===== config.mk =====
export PLATFORM = sky130hd
export DESIGN_NAME = unit3to1
export DESIGN_NICKNAME = d
export VERILOG_FILES = /design/src/rtl/bitnet_pkg.sv /design/src/rtl/unit_weight_cell.sv /design/src/rtl/unit3to1.sv
export SDC_FILE = /design/constraint.sdc
export NUM_CORES = 1
export LEC_CHECK = 0
export ABC_AREA = 1
export CAP_MARGIN = 20
export CORE_UTILIZATION = 42
export CTS_CLUSTER_SIZE = 10
export DETAILED_ROUTE_END_ITERATION = 7
export PLACE_DENSITY_LB_ADDON = 0.05
export SYNTH_ARGS = -nofsm -noshare
export SYNTH_HDL_FRONTEND = slang
export SYNTH_SLANG_ARGS = --single-unit

===== constraint.sdc =====
create_clock -name clk_in -period 1.3 [get_ports clk_in]
set_clock_uncertainty 0.15 [all_clocks]
set_input_delay 0.26 -clock clk_in [delete_from_list [all_inputs] [get_ports clk_in]]
set_output_delay 0.26 -clock clk_in [all_outputs]
set_load 0.005 [all_outputs]

===== src/rtl/bitnet_pkg.sv =====
// Shared types and helpers for the binary XNOR neuron units.
package bitnet_pkg;

  typedef enum logic [1:0] {
    IDLE,
    FWD,
    BWD,
    UPD
  } unit_state_t;

  function automatic logic majority3(
    input logic [2:0] x
  );
    return (x[0] & x[1])
         | (x[0] & x[2])
         | (x[1] & x[2]);
  endfunction

endpackage


===== src/rtl/unit_weight_cell.sv =====
// One trainable weight bit with a saturating confidence counter.
module unit_weight_cell #(
  parameter int   CNT_W    = 2,
  parameter logic INIT_BIT = 1'b0
) (
  input  logic clk_in,
  input  logic rst_in,
  input  logic upd_en,
  input  logic d,
  input  logic oscillator,
  output logic w,
  output logic flip
);

  localparam logic [CNT_W-1:0] THR_M1 =
    CNT_W'((2 ** CNT_W) - 2);

  logic             w_q, w_d;
  logic [CNT_W-1:0] cnt_q, cnt_d;

  always_comb begin
    w_d   = w_q;
    cnt_d = cnt_q;
    flip  = 1'b0;
    if (upd_en) begin
      if (w_q == d) begin
        if (cnt_q != '0)
          cnt_d = cnt_q - 1'b1;
      end else if (oscillator) begin
        // enough disagreeing evidence: flip and restart
        if (cnt_q == THR_M1) begin
          w_d   = ~w_q;
          cnt_d = '0;
          flip  = 1'b1;
        end else begin
          cnt_d = cnt_q + 1'b1;
        end
      end
    end
  end

  always_ff @(posedge clk_in) begin
    if (rst_in) begin
      w_q   <= INIT_BIT;
      cnt_q <= '0;
    end else begin
      w_q   <= w_d;
      cnt_q <= cnt_d;
    end
  end

  assign w = w_q;

endmodule


===== src/rtl/unit3to1.sv =====
// Trainable 3-to-1 XNOR neuron: majority forward pass,
// lane-wise backward errors and counter-gated weight update.
module unit3to1
  import bitnet_pkg::*;
#(
  parameter int         CNT_W  = 2,
  parameter logic [2:0] INIT_W = 3'b101
) (
  input  logic       clk_in,
  input  logic       rst_in,
  input  logic       oscillator,
  input  logic       fd_prop,
  input  logic       bk_prop,
  input  logic [2:0] fin,
  input  logic       bin,
  output logic       control_out,
  output logic       fout,
  output logic [2:0] bout
);

  unit_state_t state_q, state_d;
  logic [2:0]  fin_q, fin_d;
  logic        bin_q, bin_d;
  logic        fout_q, fout_d;
  logic [2:0]  bout_q, bout_d;
  logic        ctrl_q, ctrl_d;
  logic [2:0]  w;
  logic [2:0]  flip;
  logic [2:0]  des;
  logic        upd_en;

  assign upd_en = (state_q == UPD);
  assign des    = ~(fin_q ^ {3{bin_q}});

  for (genvar g = 0; g < 3; g++) begin : g_lane
    unit_weight_cell #(
      .CNT_W    (CNT_W),
      .INIT_BIT (INIT_W[g])
    ) u_cell (
      .clk_in     (clk_in),
      .rst_in     (rst_in),
      .upd_en     (upd_en),
      .d          (des[g]),
      .oscillator (oscillator),
      .w          (w[g]),
      .flip       (flip[g])
    );
  end

  always_ff @(posedge clk_in) begin
    if (rst_in) begin
      state_q <= IDLE;
      fin_q   <= '0;
      bin_q   <= 1'b0;
      fout_q  <= 1'b0;
      bout_q  <= '0;
      ctrl_q  <= 1'b0;
    end else begin
      state_q <= state_d;
      fin_q   <= fin_d;
      bin_q   <= bin_d;
      fout_q  <= fout_d;
      bout_q  <= bout_d;
      ctrl_q  <= ctrl_d;
    end
  end

  always_comb begin
    state_d = state_q;
    unique case (state_q)
      IDLE: begin
        if (fd_prop)
          state_d = FWD;
        else if (bk_prop)
          state_d = BWD;
      end
      FWD:     state_d = IDLE;
      BWD:     state_d = UPD;
      UPD:     state_d = IDLE;
      default: state_d = IDLE;
    endcase
  end

  always_comb begin
    fin_d  = fin_q;
    bin_d  = bin_q;
    fout_d = fout_q;
    bout_d = bout_q;
    ctrl_d = 1'b0;
    unique case (state_q)
      IDLE: begin
        if (fd_prop)
          fin_d = fin;
        else if (bk_prop)
          bin_d = bin;
      end
      FWD:  fout_d = majority3(~(fin_q ^ w));
      BWD:  bout_d = ~(w ^ {3{bin_q}});
      UPD:  ctrl_d = |flip;
      default: ;
    endcase
  end

  assign fout        = fout_q;
  assign bout        = bout_q;
  assign control_out = ctrl_q;

endmodule

Word-level counts from Yosys, hierarchy flattened
Index checks and enable logic that the tools add are counted.
Word-level totals
  register bits after elaboration: 20
  input port bits: 9
  output and inout bits: 5
  logic and storage cells: 95
Operators by class
  $add $sub $neg: 6
  equal/unequal tests: 13
  muxes and demuxes: 27
  bitwise operators: 19
  reductions and logical operators: 18
Operators with widths (number)
  $mux W2: 14
  $mux W1: 12
  $reduce_and A3 Y1: 4
  $reduce_and A4 Y1: 3
  $reduce_bool A2 Y1: 6
  $eq A2 B2 Y1 const B: 5
  $not A3 Y3: 3
  $xor A3 B3 Y3: 3
  $not A1 Y1: 8
  $add A2 B1 Y2 const B: 3
  $ne A2 B2 Y1 const B: 3
  $pmux W2 S3: 1
  $sub A2 B1 Y2 const B: 3
  $reduce_or A2 Y1: 2
  $and A1 B1 Y1: 3
  $eq A1 B1 Y1: 3
  $ne A3 B3 Y1 const B: 1
  $reduce_or A3 Y1: 1
  $eq A2 B1 Y1 const B: 1
  $logic_not A2 Y1: 1
  $or A1 B1 Y1: 2
  $reduce_and A2 Y1: 1

Logic depth before layout (Yosys ltp)
Gate-level depths: netlist of the first run.
  word-level depth: 6
  gate-level depth with buffers: 9
  gate-level depth less buffers: 9

Modules after synthesis
From an unflattened synthesis of the first run, not the netlist that was laid out.
Second synthesis, totals
  cell total of the unflattened synthesis: 201
  area total of the unflattened synthesis: 1346.3 sq um
By module, submodules not included
  unit3to1: times used 1, cells each 78, area an instance 558.0 sq um, seq. area each 220.2 sq um
  unit_weight_cell (g_lane[0].u_cell ...): times used 2, cells each 41, area an instance 255.2 sq um, seq. area each 60.1 sq um
  unit_weight_cell (g_lane[1].u_cell): times used 1, cells each 41, area an instance 277.8 sq um, seq. area each 60.1 sq um

Worst setup path after synthesis of the first run
Ideal clock, no wire load.
  kind: register -> register
  from: register bin_q
  to: register g_lane[0].u_cell.cnt_q[0]
  library setup time: 0.114 ns
  data arrival time: 1.042 ns
  required time: 1.036 ns
  setup slack: -0.006 ns
  cell stages (with the launch flop): 10
  buffers on the path: 0
  period minus slack after synthesis: 1.306 ns
  cells stage by stage: dfxtp_1 -> inv_2 -> nand2_2 -> nand3_2 -> nand2_4 -> nand2_2 -> nand3_2 -> nand2_1 -> nand2_1 -> nor2_2
On the way
  longest elaborated chain between the ends: 5
  elaborated cells on any way between the ends: 7
  those cells by class: eq/ne: 2; mux: 1; bitwise: 2; reduce/logical: 2
RTL lines
  from (decl): line unit3to1.sv:23  | logic bin_q, bin_d;
  from (signal assigned): line unit3to1.sv:61  | bin_q <= bin_d;
  $xor A3 B3 Y3 (*): line unit3to1.sv:33  | assign des = ~(fin_q ^ {3{bin_q}});
  $not A3 Y3 (*): line unit3to1.sv:33
  $eq A1 B1 Y1 (*): line unit_weight_cell.sv:26  | if (w_q == d) begin
  $ne A2 B2 Y1 (no source line) or $reduce_bool A2 Y1 (tied branches)
  $reduce_and A3 Y1 (no source line)
  to (signal assigned): line unit_weight_cell.sv:48  | cnt_q <= cnt_d;
  to (decl): line unit_weight_cell.sv:19  | logic [CNT_W-1:0] cnt_q, cnt_d;
Every way passes the cells marked *; elsewhere a longest branch is shown, timed or not.
A chain may end at the register's enable or synchronous reset.

Worst setup path in the final report of the first run
Ends and elaborated chain as after synthesis.

==> reports/results.ini, run 1 <==
[outcome]
outcome=finished with violations
violations=setup timing

[place]
postPlaceCellArea_mm2=0.001568
dp_slack_ns=-0.2117
place_congestion=0.7591
hpwlAfterDp_um=2022
portBuffers=13
numPlacedInstances=232

[synth]
synthSimpleGateAreaFrac=0.3739
yosysSeqAreaShare=0.3269
synthAdderAreaFrac=0.09193
synth_warnings=0
synth_nets=185
synth.cell_area_mm2=0.001225
synth-seq-cells=20
synth.distinct_cells=20
synth_xor_area_frac=0.01430
muxShareOfSynthArea=0
synth_top_family_by_area=simple AND/OR/NAND/NOR gates
syn_inst=167
synth_compound_area_frac=0.1185
syn_area_per_cell_um2=7.335

[cts]
cts_tree=yes
clk_latency_ns=0.30
clk_pin_slew_ns=0.10
htreeDepth=1
root_buffer=clkbuf_4
clockBufferDepth=2
holdBufCountCts=0
cts_buffers=3
cts.sinks=20

[grt]
antenna_found_initial=0
grt_max_degree=11
grt_pass1_vias=1142
grt_pass1_wl_um=4629
grt_overflow=0
gr-usage-all-layers=0.1841

[layout]
areaGrowthSynthToFinish_pct=40.76
fill_cells=254
fin_area_mm2=0.001724
drive_gt1_frac=0.3854
final_cells=236
nets=225
antenna_cells=0
final_util=0.6252

[sta]
fin_crit_sh=1.046
rsz0062_at_grt=yes
min_period_ns=1.359
relSlewSlack=0.7971
tightest_slew_ns=0.3040
max_freq_mhz=735.6
finalSetupViolCount=3
drv_slew=0
fin_ws_ns=-0.05944
hold_violations=0

[die]
die_y_um=56.01
dieArea_mm2=0.003137
start_util=0.4442
rows=19
core_mm2=0.002758
io_pins=14
die_w_um=56.01

[setup_path]
r2r-start=bin_q
cp_data_required_time_ns=1.35
crit_type=reg2reg
start_kind=flip-flop
rrSetupSlack_ns=-0.06
endpoint_kind=flip-flop
r2r_cells=9
arrival_ns=1.41
worst-path-max-fanout=7
r2r-end=g_lane[0].u_cell.cnt_q[0]

[power]
leakagePower_uw=0.0007983
ir_worst_vdd_mv=0.5037
powerDensity_mw_per_mm2=754.3

[detailed_routing]
vias=1180
drc=0
drt-total-wl_um=2597
wl_per_cell_um=11.00
drt-initial-drc-count=46
via_per_inst=5.000
ant_nets=0
dr.pass1.iters=5

[hold_path]
min_to=g_lane[0].u_cell.w
hold_depth=2
hold_start=g_lane[0].u_cell.w
min_path_type=reg2reg

[flow_run]
max_cap_viol_count=0

## state kept, by name, summed over array words and instances, names as in the netlist
signal,count
fin_q,3
g_lane.u_cell.w,3
control_out,1
fout,1
state_q,2
bout,3
g_lane.u_cell.cnt_q,6
bin_q,1
## Yosys cell counts
cell type,n,area (µm²)
a21oi_1,7,35.03
a31oi_1,4,25.02
buf_2,1,5.000
dfxtp_1,20,400.4
ha_1,9,112.6
inv_1,22,82.58
inv_2,1,3.750
nand2_1,39,146.4
nand2_2,6,37.54
nand2_4,3,33.78
nand3_1,5,25.02
nand3_2,11,110.1
nand3_4,1,17.52
nand3b_1,1,7.510
nand4_1,3,18.77
nor2_1,13,48.80
nor2_2,2,12.51
o21ai_0,13,65.06
o21ai_1,4,20.02
xnor2_1,2,17.52
## routing by layer
metal  global-route usage  part of all wire
met4              0.07317             0.022
met3              0.02558             0.027
met5                    0                 0
met1               0.2240              0.46
met2               0.3248              0.49
## per-stage QoR
step,hold slack (ns),setup TNS [ns],power [µW]
after global placement,0.3587,-2.659,980.6
after CTS,0.3763,-0.1791,1305
after detailed placement,0.3674,-2.939,985.6
after floorplan,0.1791,0,863.2
after global routing,0.3853,-0.9663,1390
final,0.3482,-0.1288,1301
## critical path, cell delays in order (launching register included)
cell	delay, ns
dfxtp_4	0.42
inv_6	0.07
nand2_1	0.07
nand3_2	0.10
nand2_4	0.13
nand2_2	0.07
nand3_4	0.08
nand2_1	0.06
nand2_1	0.08
nor2_2	0.03
## cell families (layout without fill, tap and decap cells)
group	count (synthesis)	in the layout
simple gates	84	84
compound gates	28	28
fa+ha+maj	9	9
xor+xnor	2	2
buf+inv	24	62
flops	20	20
## layout by cell type (no fill, tap or decap), types with 7 or more instances in the layout
| cell | count |
|---|---|
| a21oi_1 | 7 |
| clkdlybuf4s50_1 | 8 |
| nand2_1 | 31 |
| dfxtp_2 | 9 |
| nand3_4 | 7 |
| nor2_1 | 11 |
| nand2_4 | 7 |
| nand2_2 | 10 |
| o21ai_0 | 13 |
| ha_1 | 8 |
| inv_1 | 17 |
| buf_4 | 21 |
| dfxtp_1 | 9 |
## area by class of cell
cell class | count | area, µm² | share of cell area
clock buffer | 3 | 22.52 | 0.01306
tap | 31 | 38.79 | 0.02250
timing repair buffer | 36 | 319.1 | 0.1851
inverter | 23 | 91.34 | 0.05298
sequential | 20 | 419.2 | 0.2431
multi-input combinational | 123 | 833.3 | 0.4833
## worst max-delay path by stage
stage,end,slack (ns),cells past startpoint,start
after floorplan,g_lane[0].u_cell.cnt_q[0],0.06,8,bin_q
after global placement,g_lane[0].u_cell.cnt_q[1],-0.18,6,oscillator
after detailed placement,g_lane[0].u_cell.cnt_q[0],-0.21,6,oscillator
after CTS,g_lane[1].u_cell.cnt_q[0],-0.04,9,bin_q
after global routing,g_lane[1].u_cell.cnt_q[0],-0.13,9,bin_q
final,g_lane[0].u_cell.cnt_q[0],-0.06,9,bin_q
## power by group
part           switching [µW]  total (µW)  internal, µW
combinational             186         338           152
sequential               29.6         672           642
clock                     183         291           108
## repair_timing
item                                    4_1_cts  5_1_grt
pin swaps                                     8        5
resized for setup                            33       20
endpoints found under the setup margin       15       15
buffers inserted                              0        1
Note: power is estimated with default switching activity, not from simulation.
==> inputs of run 2 (changes only) <==
--- a/config.mk
+++ b/config.mk
@@ -7,6 +7,7 @@
 export LEC_CHECK = 0
 export ABC_AREA = 1
 export CAP_MARGIN = 20
+export CORE_MARGIN = 2
 export CORE_UTILIZATION = 42
 export CTS_CLUSTER_SIZE = 10
 export DETAILED_ROUTE_END_ITERATION = 7
==> run 2 against run 1 <==
  * Highest routed layer unchanged
  * Setup slack better by 0.017 ns
  * Worst hold slack gained 0.013 ns
  * Sequential share of layout area shrank 0.39 points
  * The flow still finishes with violations (setup timing)
  * Count of clock-buffer cells in the layout increased by 1
  * Total power grew 7.4%
  * Final cell count is the same
==> reports/results.ini, run 2 (same netlist as run 1, synthesis figures left out) <==
[layout]
nets=224
final_cell_mix=nand2_1 (29), buf_4 (20), inv_1 (18)
top_register=g_lane.u_cell.cnt_q
fill_cells=239
mostFrequentLayoutCell=nand2_1
final_util=0.6334
drive_gt1_frac=0.3902
largest_reg_flops=6
areaGrowthSynthToFinish_pct=42.59
antenna_cells=0

[die]
die_y_um=58.01
io_pins=14
dieArea_mm2=0.003365
core_mm2=0.002758
die_w_um=58.01
start_util=0.4442
rows=19

[grt]
grt_max_degree=12
antenna_found_initial=0
grt_overflow=0
grt_pass1_wl_um=4623
grt_pass1_vias=1100
gr-usage-all-layers=0.1781

[setup_path]
worst-path-max-fanout=7
startpoint=bin_q
rrSetupSlack_ns=-0.04
start_kind=flip-flop
endpoint_kind=flip-flop
path_common_cell=nand2_4
cp_data_required_time_ns=1.39
r2r-start=bin_q
max_stage_delay_ns=0.43
crit_type=reg2reg
path_cells=buf_6 > nand2_4 > nand3_4 > nand2_4 > nand2_4 > nand3_4 > nand2_2 > nand2_2 > nor2_2
crit_slowest_cell=dfxtp_4
arrival_ns=1.43

[power]
clkPwrFrac=0.265
p_sw_frac=0.3057
combPwrFrac=0.254
switchingPower_uw=427.0
p_int_uw=969.8
powerDensity_mw_per_mm2=799.7
pwr-share-seq=0.482
ir_worst_vdd_mv=0.5535
leakagePower_uw=0.0008106

[detailed_routing]
drc=0
drt-total-wl_um=2782
vias=1180
dr.pass1.iters=4
ant_nets=0
via_per_inst=5.000
drt-initial-drc-count=40
wl_per_cell_um=11.79

[sta]
max_freq_mhz=744.8
fin_ws_ns=-0.04270
finalSetupViolCount=6
hold_violations=0
rsz0062_at_grt=yes
tns_ns=-0.1337
relSlewSlack=0.7871
tightest_slew_ns=0.3190
drv_slew=0
min_period_ns=1.343
fin_crit_sh=1.033

[outcome]
violations=setup timing
outcome=finished with violations

[cts]
cts.sinks=20
clockBufferDepth=2
clk_latency_ns=0.30
root_buffer=clkbuf_4
holdBufCountCts=0
clk_pin_slew_ns=0.13
cts_buffers=3
htreeDepth=1
cts_tree=yes

[place]
hpwlAfterDp_um=2088
portBuffers=13
place_congestion=0.7569

[flow_run]
max_cap_viol_count=0

[hold_path]
hold_start=g_lane[2].u_cell.w
min_path_type=reg2reg

## run 2: worst paths after layout
kind / cells past startpoint / to
setup / recovery: 9 / g_lane[1].u_cell.cnt_q[0]
hold / removal: 2 / g_lane[2].u_cell.w
setup reg to reg: 9 / g_lane[1].u_cell.cnt_q[0]
hold reg to reg: 2 / g_lane[2].u_cell.w
## run 2: stage by stage
step / instance area [µm²] / worst slack [ns] / power [µW] / hold slack [ns] / instances
after floorplan: 1226 / 0.06230 / 863.2 / 0.1791 / 167
after global placement: 1560 / -0.1821 / 980.9 / 0.3606 / 231
after detailed placement: 1560 / -0.2313 / 987.0 / 0.3641 / 231
after CTS: 1662 / -0.05988 / 1380 / 0.3632 / 236
after global routing: 1747 / -0.1302 / 1486 / 0.3822 / 236
final: 1747 / -0.04270 / 1397 / 0.3612 / 236
## run 2: worst max-delay path: cells and delay by family, from the launching register on
kind,cells,cell delay [ns]
DFF,1,0.43
buffers and inverters,1,0.13
and+or+nand+nor,8,0.56
## run 2: power by group through the flow
stage	combinational [µW]	sequential [µW]	clock [µW]
3_3_place_gp	300	681	0
4_1_cts	324	673	384
5_1_grt	392	677	417
6_report	355	673	369
3_5_place_dp	305	682	0
2_1_floorplan	184	680	0
## run 2: what timing repair did
| item | in CTS | in global routing |
|---|---|---|
| gates resized for setup | 30 | 29 |
| setup endpoints to repair | 15 | 15 |
| setup buffers | 1 | 0 |
| pin swaps | 7 | 10 |
## run 2: area by class of cell
| type | count | area (µm²) | share of cell area |
|---|---|---|---|
| timing repair buffer | 35 | 306.5 | 0.1755 |
| multi-input combinational | 123 | 853.3 | 0.4885 |
| tap | 31 | 38.79 | 0.02221 |
| clock buffer | 4 | 36.28 | 0.02077 |
| inverter | 23 | 93.84 | 0.05372 |
| sequential | 20 | 417.9 | 0.2393 |
## run 2: layer usage
| metal | global-route usage | up-vias | wire length (µm) |
|---|---|---|---|
| met4 | 0.06977 | 0 | 36 |
| met3 | 0.02902 | 4 | 77 |
| li1 | - | 617 | - |
| met5 | 0 | - | 0 |
| met2 | 0.3003 | 17 | 1424 |
| met1 | 0.2268 | 542 | 1244 |
==> inputs of run 3 (changes only) <==
--- a/config.mk
+++ b/config.mk
@@ -6,6 +6,7 @@
 export NUM_CORES = 1
 export LEC_CHECK = 0
 export ABC_AREA = 1
+export ABC_CLOCK_PERIOD_IN_PS = 1300
 export CAP_MARGIN = 20
 export CORE_MARGIN = 2
 export CORE_UTILIZATION = 42
==> results of run 3 <==
Same layout as run 2: the final DEF is identical, and so are final timing and power.
